--- config.mk ---
export PLATFORM = sky130hd
export DESIGN_NAME = hex_to_7seg_decoder
export DESIGN_NICKNAME = d
export VERILOG_FILES = /design/src/rtl/hex_to_7seg_decoder.sv
export SDC_FILE = /design/constraint.sdc
export NUM_CORES = 1
export LEC_CHECK = 0
export BUFFER_PORTS_ARGS = -buffer_cell sky130_fd_sc_hd__buf_2
export CAP_MARGIN = 5
export CORE_AREA = 5 5 42 44
export DETAILED_ROUTE_END_ITERATION = 6
export DIE_AREA = 0 0 47 49
export GPL_TIMING_DRIVEN = 0
export HOLD_SLACK_MARGIN = 0.1
export PLACE_DENSITY = 0.58
export SLEW_MARGIN = 20
export SYNTH_ARGS = -nofsm -noshare
export SYNTH_HDL_FRONTEND = slang
export SYNTH_SLANG_ARGS = --single-unit
--- constraint.sdc ---
create_clock -name clk -period 0.8 [get_ports clk]
set_input_delay 0.12 -clock clk [delete_from_list [all_inputs] [get_ports clk]]
set_output_delay 0.12 -clock clk [all_outputs]
set_load 0.01 [all_outputs]
--- src/rtl/hex_to_7seg_decoder.sv ---
// hex_to_7seg_decoder: registered hex nibble to seven-segment drive word.
// Optional Blank input when HEX7SEG_BLANK_EN is defined.
module hex_to_7seg_decoder #(
   parameter bit ACTIVE_LOW = 1'b1
) (
   input  logic       clk,
   input  logic       rst,
   input  logic [3:0] Hex,
   input  logic       DP,
`ifdef HEX7SEG_BLANK_EN
   input  logic       Blank,
`endif
   output logic [7:0] SSeg
);

   localparam logic [7:0] DARK = {8{ACTIVE_LOW}};

   logic [6:0] glyph;
   logic [7:0] lit;
   logic [7:0] drive;

   // Nibble to lit-high glyph (bit0=a .. bit6=g); X on Hex stays X
   always_comb begin
      glyph = 'x;
      unique case (Hex)
         4'h0: glyph = 7'h3F;
         4'h1: glyph = 7'h06;
         4'h2: glyph = 7'h5B;
         4'h3: glyph = 7'h4F;
         4'h4: glyph = 7'h66;
         4'h5: glyph = 7'h6D;
         4'h6: glyph = 7'h7D;
         4'h7: glyph = 7'h07;
         4'h8: glyph = 7'h7F;
         4'h9: glyph = 7'h6F;
         4'hA: glyph = 7'h77;
         4'hB: glyph = 7'h7C;
         4'hC: glyph = 7'h39;
         4'hD: glyph = 7'h5E;
         4'hE: glyph = 7'h79;
         4'hF: glyph = 7'h71;
      endcase
   end

   // Add DP, apply blanking, then map lit-high to pin polarity
   always_comb begin
      lit = {DP, glyph};
`ifdef HEX7SEG_BLANK_EN
      if (Blank)
         lit = 8'h00;
`endif
      drive = lit ^ DARK;
   end

   // Output register keeps pins glitch-free; dark while in reset
   always_ff @(posedge clk or posedge rst) begin
      if (rst)
         SSeg <= DARK;
      else
         SSeg <= drive;
   end

endmodule

==> flow_summary.toml, run 1 <==
[clocking]
h_tree_lvls = 1
clockBufferDepth = 2
clock_tree_from_tritoncts = "done"
clk_pin_slew_worst_paths_ns = 0.05
tritoncts.num_buffers = 3
library_cell_used_as_clock_root_buffer = "sky130_fd_sc_hd__clkbuf_4"
tritoncts_num_sinks = 8

[floorplan]
design.die.area_mm2 = 0.00230
die_height_um = 49
initial_utilization_pct = 32.9
design.portCount = 15
num_rows = 14
die_w_um = 47
core-area_mm2 = 0.00140

[finish]
fin_area_um2 = 749
mostFrequentLayoutCells = "sky130_fd_sc_hd__dfstp_2, sky130_fd_sc_hd__buf_6, sky130_fd_sc_hd__nor2_1, sky130_fd_sc_hd__buf_2, sky130_fd_sc_hd__buf_4"
layout-area-overhead-vs-synth_pct = 62.3
diodes = 0
layout-drive-gt1-share_pct = 56.9
final_cell_count_no_fill = 81
net_count_of_the_finished_layout = 80
largest_register = "SSeg"
largest_register_ff_count = 8
largest_registers = "SSeg x8"

[yosys]
yosysWarnings = 0
mean_post_synth_cell_area_um2 = 11.0
synth-edff-count = 0
yosys.cell_types.count = 17
post_synth_inst_count = 42
synth_sequential_area_ratio_pct = 45.5
async_reset_ff_share_pct = 100
synth_ff_type = "sky130_fd_sc_hd__dfstp_2"
synth_area_um2 = 462
synth.net_count = 55
synth-seq-cells = 8

[worst_setup_path]
path_max_fanout = 1
critical_path.cell_chain = "buf_6"
arrival_ns = 0.86
crit_family = "flip-flops"
worstSetupEndpointType = "primary output"
worst_ep_required_time_ns = 0.68
critical_path_class = "reg2out"
cp_depth = 1
critPathMaxStageDelay_ns = 0.52
timing.critical_path.from_type = "flop"
critPathBufInv = 1
critical_path.slowest_cell = "sky130_fd_sc_hd__dfstp_2"

[hold_path]
classification_of_the_worst_slack_hold_path = "in2reg"
min_delay_path_depth = 4

[pwr]
finalPower_mw = 1.07
power.static_leakage_nw = 0.346
power_per_cell_area_mw_per_mm2 = 1430
worst_ir_drop_vdd_v = 0.000408

[sta]
final-setup-viol-count = 9
clock.fmax_mhz = 1020
grt_setup_unrepaired = "yes"
tightest_slew_ns = 0.264
hold_viol = 0
period_minus_slack_ns = 0.982
fin_crit_sh_pct = 123
max-slew-margin-rel_pct = 82.4
timing.final.max_slew_violations = 0
fin_ws_ns = -0.182

[route]
antenna_violating_nets_post_route = 0
drt-pass1-iter-count = 1
wl_um = 928
m1WireLength_um = 338
dr_wl_met3_um = 93
detail_route.vias_per_cell = 4.65
detailed_route_iter0_violations = 0
topRoutingLayerUsed = "met4"
met2_wirelength_um = 479
route.detailed.drc = 0
routedWlPerCell_um = 11.5
routed-via-count = 377

[global_route]
grt_pass1_wl_um = 1540
grt_remaining_overflow = 0
track_usage_pct = 9.31
grt_pass1_vias = 363
number_of_antenna_violations_at_the_first_check_in_global_routing = 0
pin_count_of_the_biggest_net_entering_global_routing = 11

[place]
portBuffers = 14
post_dp_cell_area_um2 = 584
dp.final_hpwl_um = 705
gp_congestion = 0.669
dp_cells = 72

[outcome]
status = "finished with violations"
failed_checks = "negative setup slack"

[job]
maxCapViolations = 0
kinds of logic (layout without fill, tap and decap cells):
group	Yosys count	after routing	synth area share, %
adders and majority gates	6	6	16.3
AOI/OAI and AO/OA	6	6	9.76
buffers and inverters	7	30	6.78
muxes	3	3	9.21
and+or+nand+nor	12	12	12.5
DFF	8	8	45.5
power by group:
group	switching (mW)	leakage, nW	internal, mW	total [mW]
clock network	0.121	0.0138	0.171	0.292
logic	0.125	0.248	0.172	0.298
registers	0.0155	0.0838	0.465	0.480
routing by layer:
metal | vias up | global-route usage (%)
li1 | 186 | -
met3 | 2 | 2.58
met4 | 0 | 6.91
met1 | 174 | 9.95
met5 | - | 0
met2 | 15 | 14.7
repair_timing:
action,in CTS,in global routing
endpoints found under the setup margin,10,10
hold buffers,2,0
gates resized for setup,18,1
buffers inserted,2,2
endpoints found under the hold margin,9,0
pin swaps,2,0
cell type report:
| cell class | count | area (um^2) |
|---|---|---|
| clock buffers | 3 | 22.5 |
| plain buffers | 2 | 12.5 |
| repair buffers | 20 | 200 |
| fillers | 132 | 652 |
| flip-flops and latches | 8 | 210 |
| multi-input cells | 27 | 245 |
| inverters | 5 | 38.8 |
| well taps | 16 | 20.0 |
synthesized netlist by cell type (all sizes together), types with 2 or more instances:
cell type  count  area share (%)
dfstp          8              46
ha             6              16
nor2           6             4.9
inv            5             4.1
a31oi          2             2.7
buf            2             2.7
mux2i          2             4.3
nand2          2             1.6
nor2b          2             2.7
worst paths after layout:
kind                       startpoint      end
worst max-delay path          SSeg[0]  SSeg[0]
worst min-delay path           Hex[1]  SSeg[6]
max in group asynchronous         rst  SSeg[5]
min in group asynchronous         rst  SSeg[0]
per-stage QoR:
stage | hold slack, ns | setup TNS (ns) | worst slack [ns] | utilization, %
after floorplan | 0.146 | -0.207 | -0.121 | -
after global placement | 0.234 | -1.45 | -0.412 | 41.7
after detailed placement | 0.236 | -1.56 | -0.400 | 41.7
after CTS | 0.127 | -1.51 | -0.197 | 52.2
after global routing | 0.145 | -1.69 | -0.215 | 53.5
final | 0.138 | -1.44 | -0.182 | 53.5
(Power assumes the default switching activity.)
==> inputs of run 2 (changes only) <==
--- a/config.mk
+++ b/config.mk
@@ -13,6 +13,7 @@
 export GPL_TIMING_DRIVEN = 0
 export HOLD_SLACK_MARGIN = 0.1
 export PLACE_DENSITY = 0.58
+export SKIP_CTS_REPAIR_TIMING = 1
 export SLEW_MARGIN = 20
 export SYNTH_ARGS = -nofsm -noshare
 export SYNTH_HDL_FRONTEND = slang
==> run 2 against run 1 <==
The run still ends with negative setup slack left; combinational power up 4%; sequential cell count unchanged; power is 0.96% higher; critical endpoint unchanged.
==> flow_summary.toml, run 2 (synthesized netlist as in run 1, its figures left out) <==
[clocking]
h_tree_lvls = 1
library_cell_used_as_clock_root_buffer = "sky130_fd_sc_hd__clkbuf_4"
tritoncts_num_sinks = 8
clockBufferDepth = 2
clk_pin_slew_worst_paths_ns = 0.05
tritoncts.num_buffers = 3
clock_tree_from_tritoncts = "done"

[floorplan]
design.die.area_mm2 = 0.00230
core-area_mm2 = 0.00140
initial_utilization_pct = 32.9
die_w_um = 47
design.portCount = 15
num_rows = 14
die_height_um = 49

[sta]
timing.final.max_slew_violations = 0
final-setup-viol-count = 10
grt_setup_unrepaired = "yes"
period_minus_slack_ns = 0.982
hold_viol = 0
clock.fmax_mhz = 1020
tightest_slew_ns = 0.264
fin_ws_ns = -0.182
max-slew-margin-rel_pct = 82.4
fin_crit_sh_pct = 123

[worst_setup_path]
timing.critical_path.from_type = "flop"
critPathBufInv = 1
cp_depth = 1
critical_path_class = "reg2out"
critical_path.slowest_cell = "sky130_fd_sc_hd__dfstp_2"
worst_ep_required_time_ns = 0.68
critPathMaxStageDelay_ns = 0.52
worstSetupEndpointType = "primary output"
worstSetupEndpoint = "SSeg[0]"
arrival_ns = 0.86
cp-startpoint = "SSeg[0]"
crit_family = "flip-flops"
critical_path.cell_chain = "buf_6"
path_max_fanout = 1

[global_route]
track_usage_pct = 8.46
pin_count_of_the_biggest_net_entering_global_routing = 11
grt_remaining_overflow = 0
grt_pass1_vias = 325
number_of_antenna_violations_at_the_first_check_in_global_routing = 0
grt_pass1_wl_um = 1390

[pwr]
worst_ir_drop_vdd_v = 0.000429
power_frac_seq_pct = 44.5
power_per_cell_area_mw_per_mm2 = 1400
power.internal_mw = 0.813
switchingPower_mw = 0.267
combinationalPowerShare_pct = 28.6
share_clk_of_total_power_pct = 26.9
switching_share_pct = 24.7
power.static_leakage_nw = 0.349
finalPower_mw = 1.08

[route]
routedWlPerCell_um = 11.6
detailed_route_iter0_violations = 1
routed-via-count = 378
wl_um = 936
detail_route.vias_per_cell = 4.67
antenna_violating_nets_post_route = 0
drt-pass1-iter-count = 2
route.detailed.drc = 0

[finish]
fin_util_pct = 55.1
diodes = 0
layout-area-overhead-vs-synth_pct = 67.2
mostFrequentLayoutCells = "sky130_fd_sc_hd__buf_6, sky130_fd_sc_hd__dfstp_2, sky130_fd_sc_hd__buf_2, sky130_fd_sc_hd__nor2_1, sky130_fd_sc_hd__buf_4"
net_count_of_the_finished_layout = 80
largest_register = "SSeg"
layout-drive-gt1-share_pct = 61.5
largest_register_ff_count = 8
mostFrequentLayoutCell = "sky130_fd_sc_hd__buf_6"
largest_registers = "SSeg x8"

[place]
portBuffers = 14
dp.final_hpwl_um = 705
gp_congestion = 0.669

[hold_path]
classification_of_the_worst_slack_hold_path = "in2reg"

[job]
maxCapViolations = 0

[outcome]
failed_checks = "negative setup slack"
status = "finished with violations"
[run 2: cell counts in the layout (fill, tap and decap cells not counted)]
No cell type changed its count.
[run 2: power by group through the flow]
stage	registers, mW	logic (mW)	clock network, mW
finish	0.480	0.309	0.291
CTS	0.472	0.213	0.303
floorplan	0.498	0.108	0
global route	0.482	0.335	0.334
detailed placement	0.477	0.213	0
global placement	0.475	0.210	0
[run 2: cell type report]
type | count | area [um^2]
Fill cell | 126 | 629
Multi-Input combinational cell | 27 | 264
Sequential cell | 8 | 210
Timing Repair Buffer | 20 | 204
Inverter | 5 | 38.8
Clock buffer | 3 | 22.5
Tap cell | 16 | 20.0
Buffer | 2 | 12.5
[run 2: worst min path at each step]
stage               depth (start not counted)  startpoint      end
CTS                                         2          DP  SSeg[7]
global route                                4      Hex[1]  SSeg[6]
floorplan                                   1          DP  SSeg[7]
finish                                      4      Hex[1]  SSeg[6]
detailed placement                          2          DP  SSeg[7]
global placement                            2          DP  SSeg[7]
[run 2: metal layers]
metal  vias up  share of wire (%)  GRT usage, %
met5         -                  0             0
met2        15                 51          12.0
li1        186                  -             -
met3         2                9.9          2.21
met4         0                1.8          6.91
met1       175                 37          10.2
[run 2: stage by stage]
stage          worst slack, ns  instance area [um^2]  hold WS (ns)  TNS, ns  cells
6_report                -0.182                   772         0.136    -1.45     81
5_1_grt                 -0.215                   772         0.144    -1.71     81
4_1_cts                 -0.211                   607       -0.0271    -1.88     75
3_5_place_dp            -0.400                   584         0.236    -1.56     72
3_3_place_gp            -0.412                   584         0.234    -1.45     72
2_1_floorplan           -0.121                   494         0.146   -0.207     42
